==> src/rtl/rst_seq.sv <==
// rst_seq: releases NUM_STAGES active-low resets one per STAGE_DELAY cycles after resetb_in.
// An optional run-time watchdog is compiled in with RST_SEQ_WDT_EN.
module rst_seq #(
  parameter int NUM_STAGES  = 3,
  parameter int STAGE_DELAY = 256,
  parameter int WDT_CYCLES  = 1048576
) (
  input  logic                  clk_in,
  input  logic                  resetb_in,
  input  logic                  soft_rst,
  input  logic                  wdt_kick,
  output logic [NUM_STAGES-1:0] rst_n_out,
  output logic                  ready,
  output logic                  wdt_fired
);
  localparam int CW = STAGE_DELAY > 1 ? $clog2(STAGE_DELAY) : 1;
  localparam int WW = $clog2(WDT_CYCLES);
  typedef enum logic {HOLD, RUN} state_t;
  state_t                state_q, state_d;
  logic [CW-1:0]         cnt_q, cnt_d;
  logic [NUM_STAGES-1:0] stage_q, stage_d;
  logic                  wdt_to;
  always_comb begin
    state_d = state_q;
    cnt_d   = cnt_q;
    stage_d = stage_q;
    if (state_q == HOLD) begin
      if (&stage_q) state_d = RUN;
      else if (cnt_q == CW'(STAGE_DELAY - 1)) begin
        cnt_d   = '0;
        stage_d = (stage_q << 1) | NUM_STAGES'(1);
      end else cnt_d = cnt_q + CW'(1);
    end
    if (soft_rst || wdt_to) begin
      state_d = HOLD;
      cnt_d   = '0;
      stage_d = '0;
    end
  end
  always_ff @(posedge clk_in or negedge resetb_in) begin
    if (!resetb_in) begin
      state_q <= HOLD;
      cnt_q   <= '0;
      stage_q <= '0;
    end else begin
      state_q <= state_d;
      cnt_q   <= cnt_d;
      stage_q <= stage_d;
    end
  end
  assign rst_n_out = stage_q;
  assign ready     = state_q == RUN;
`ifdef RST_SEQ_WDT_EN
  logic [WW-1:0] wdt_q, wdt_d;
  logic          fired_q;
  // A kick on the terminal count suppresses the timeout.
  assign wdt_to = state_q == RUN && !wdt_kick && wdt_q == WW'(WDT_CYCLES - 1);
  assign wdt_d  = (state_q != RUN || wdt_kick || wdt_to) ? '0 : wdt_q + WW'(1);
  always_ff @(posedge clk_in or negedge resetb_in) begin
    if (!resetb_in) begin
      wdt_q   <= '0;
      fired_q <= 1'b0;
    end else begin
      wdt_q   <= wdt_d;
      fired_q <= fired_q | wdt_to;
    end
  end
  assign wdt_fired = fired_q;
`else
  logic          unused_kick;
  logic [WW-1:0] unused_wdt;
  assign unused_kick = wdt_kick;
  assign unused_wdt  = WW'(WDT_CYCLES - 1);
  assign wdt_to      = 1'b0;
  assign wdt_fired   = 1'b0;
`endif
endmodule

==> config.mk <==
export PLATFORM = sky130hd
export DESIGN_NAME = rst_seq
export DESIGN_NICKNAME = d
export VERILOG_FILES = /design/src/rtl/rst_seq.sv
export SDC_FILE = /design/constraint.sdc
export NUM_CORES = 1
export LEC_CHECK = 0
export ABC_AREA = 1
export CAP_MARGIN = 20
export CORE_UTILIZATION = 31
export DETAILED_ROUTE_END_ITERATION = 16
export GPL_ROUTABILITY_DRIVEN = 1
export PLACE_DENSITY_LB_ADDON = 0.05
export SETUP_SLACK_MARGIN = 0.1
export SLEW_MARGIN = 20
export SYNTH_ARGS = -nofsm -noshare
export SYNTH_HDL_FRONTEND = slang
export SYNTH_SLANG_ARGS = --single-unit
==> constraint.sdc <==
create_clock -name clk_in -period 2.94 [get_ports clk_in]
set_input_delay 0.735 -clock clk_in [delete_from_list [all_inputs] [get_ports clk_in]]
set_output_delay 0.735 -clock clk_in [all_outputs]
set_load 0.03 [all_outputs]
# == Word level (Yosys, flattened, before mapping) ==
# Index checks and enable logic that the tools add are counted.
# op_classes
addsub,1
multipliers,0
n_div,0
magnitude_cmp,0
n_eq_ne,3
shifts,0
mux,11
bitwise_logic,0
n_reduce_logical,4
# ops
cell,n
$mux W8,4
$mux W3,4
$add A8 B1 Y8 const B,1
$eq A8 B8 Y1 const B,1
$reduce_and A3 Y1,2
$ne A2 B2 Y1 const B,2
$mux W1,3
$reduce_and A2 Y1,1
$reduce_bool A2 Y1,1
# word_totals
ff_bits,12
latchBits,0
mem_bits_rw,0
rom_bits,0
word_cells,22
n_memories,0

# == Longest topological paths before layout ==
# logic_depth
ltp_word,5
ltp_mapped,8

# == Worst setup path after synthesis ==
# OpenSTA, ideal clock, no wires.
# synth_path
path_kind,in2reg
from,input soft_rst
to,register cnt_q[6]
setup_ns,0.119
arrival_ns,1.263
setup_slack_ns,1.558
stages,5
path_buffers,1
cell_sequence,inv_2 nand2_4 buf_6 a21oi_1 nor2_1
# synth_via
elab_chain_len,2
word_cells_on_any_way,4
cone_classes,eq/ne: 2; mux: 1; reduce/logical: 1
# synth_rtl
item,line,source
from (decl),10,"input logic soft_rst,"
$ne A2 B2 Y1 (no line),-,
$reduce_and A2 Y1 (no line),-,
to (signal assigned),47,cnt_q <= cnt_d;
to (decl),20,"logic [CW-1:0] cnt_q, cnt_d;"
# Parallel ways exist; a longest one is shown, timed or not.
# A chain may end at the register's enable or synchronous reset.

# == Worst setup path after layout ==
# layout_path
from,"register stage_q[1], in the netlist rst_n_out[1]"
to,output rst_n_out[1]
# layout_rtl
item,line,source
from (decl),21,"logic [NUM_STAGES-1:0] stage_q, stage_d;"
from (signal assigned),48,stage_q <= stage_d;
to (decl),12,"output logic [NUM_STAGES-1:0] rst_n_out,"
# No word-level cell between the ends.

==> results.ini <==
[power_and_ir_drop]
seq_power_share=0.549
intPower_uw=236
p_leak_nw=0.330
comb_power_share=0.135
power_density_nw_per_um2=443
netSwitchingFraction=0.279
ir_drop_mv=0.223
p_sw_uw=91.0
pwr-share-clk=0.316

[routing]
final_antenna_net_count=0
drtPass1Iterations=4
avgRoutedWirePerCell_um=11.0
via_per_inst=4.48
drtIter0Drc=3
vias=511
post-route-drc-count=0
totalWireLength_um=1250

[finish]
multiInputGateArea_sq_um=275
n_antenna_cell=0
final_area_sq_um=737
layout-drive-gt1-share=0.103
fillers=225
nets=94
final-seq-area_sq_um=300
synthToLayoutAreaGrowth_pct=15.3

[synth]
syn_nets=85
synthCells=80
seq_area_frac_synth=0.470
synth-edff-count=0
yosys.cell_count.top_type=nand2_1
ys_types=21
post-synth-top-area-fraction=0.470
yosys.area.top_type=dfrtp_1
netlist_area_sq_um=639
synthTopCellsByCount=nand2_1 (20), dfrtp_1 (12), inv_1 (11)
synthArstFlopShare=1.00
synth_seq_cells=12
syn_area_per_cell_sq_um=7.99
synth_area_leaders=dfrtp_1 (47%), nand2_1 (12%), inv_1 (6.5%)
synth_ff_type=dfrtp_1
synth_warnings=0

[sta]
finalCritPeriodShare=0.709
period_needed_ns=2.08
relSlewSlack=0.613
setup_viol=0
fmax_ghz=0.480
skew_ns=0.0103
finalSetupTns_ns=0
final_hold_viol_count=0
tightestPinTransition_ns=0.579
rsz0062_at_grt=no
drv_slew=0

[clock_tree]
cts_sinks=12
numCtsBuffers=3
cts_tree=done
postCtsHoldBufs=0
clkTransAtPathRegs_ns=0.07
clock_path_buffers=2
cts_setup_buffers=0
root_buffer=clkbuf_4
cts_max_level=1
clk_latency_ns=0.28
postCtsResizedCells=0

[run]
max_cap_viol_count=0

[worst_setup_path]
r2r-end=cnt_q[7]
start_kind=register
cp_slowest_cell=clkdlybuf4s50_1
path_cells=clkdlybuf4s50_1
reg2reg_slack_ns=1.58
reg2reg_from=cnt_q[0]
cpLargestDelayFamily=buffers and inverters
cp_max_fo=4
max_stage_delay_ns=0.69
cp-end-kind=output port
worstPathRequired_ns=2.20
critPathKind=register to output port
critPathBufInv=1
arrival_ns=1.35
ff2ff_path_depth=8

[floorplanning]
die_w_um=47.4
io_pins=9
dieArea_sq_um=2250
core_area_sq_um=1940
rows=16
die_h_um=47.4
initial_core_util=0.329

[place]
hpwl_um=907
gp_congestion=0.770
port_buffers=6
place_area_sq_um=714

[global_routing]
overflow=0
grt_pass1_vias=511
grt_max_degree=18
gr-usage-all-layers=0.161
antenna_found_initial=0
grt_pass1_wl_um=2370

[hold_path]
holdPathStages=2
whs_endpoint=rst_n_out[2]
min_path_type=register to register
hold_start=rst_n_out[2]

[run_status]
status=completed

## sequential cells by signal, indices dropped and copies added (netlist names)
| signal | flops |
|---|---|
| ready | 1 |
| cnt_q | 8 |
| rst_n_out | 3 |
## routing by layer
metal	vias to the layer above	wire length, um	global-route usage
met3	2	50	0.0566
met5	-	0	0
met4	0	14	0.0686
met1	232	643	0.213
met2	7	546	0.238
li1	270	-	-
## placed cells by master, fill, tap and decap left out, drive strengths merged
master / n
nor2: 5
nand3b: 1
dfrtp: 12
inv: 12
clkdlybuf4s50: 6
o21ai: 9
nand2: 23
a21oi: 2
conb: 1
ha: 1
nor3: 2
nand3: 5
clkbuf: 3
nand4: 4
and3: 1
## area by class of cell
class,count,area share
multi-input cells,54,0.374
repair buffers,6,0.0815
flip-flops and latches,12,0.407
clock buffers,3,0.0306
well taps,27,0.0458
inverters,12,0.0611
## logic make-up after synthesis
group,synth area share
AOI/OAI and AO/OA,0.0861
adders and majority gates,0.0196
buffers and inverters,0.0998
DFF,0.470
other,0.00587
and+or+nand+nor,0.319
## per-stage QoR
step / setup WS, ns / hold WS (ns) / power (mW) / util / cells
floorplan: 1.56 / 0.439 / 0.210 / - / 80
global placement: 0.971 / 0.508 / 0.227 / 0.368 / 111
detailed placement: 0.970 / 0.507 / 0.228 / 0.368 / 111
CTS: 0.828 / 0.526 / 0.335 / 0.380 / 114
global route: 0.774 / 0.579 / 0.353 / 0.380 / 114
finish: 0.855 / 0.518 / 0.327 / 0.380 / 114
## worst max-delay path by stage
stage / start / to / slack, ns / depth (start not counted)
global placement: soft_rst / cnt_q[7] / 0.97 / 6
detailed placement: soft_rst / cnt_q[7] / 0.97 / 6
CTS: rst_n_out[0] / rst_n_out[0] / 0.83 / 1
finish: rst_n_out[1] / rst_n_out[1] / 0.86 / 1
global route: rst_n_out[0] / rst_n_out[0] / 0.77 / 1
floorplan: soft_rst / cnt_q[6] / 1.56 / 5
## power groups by stage
stage	Sequential (mW)	Combinational, mW	Clock, mW
finish	0.179	0.0442	0.103
global route	0.181	0.0503	0.122
CTS	0.180	0.0451	0.110
detailed placement	0.183	0.0448	0
global placement	0.183	0.0446	0
floorplan	0.188	0.0217	0
Power figures use the tool's default switching activity.
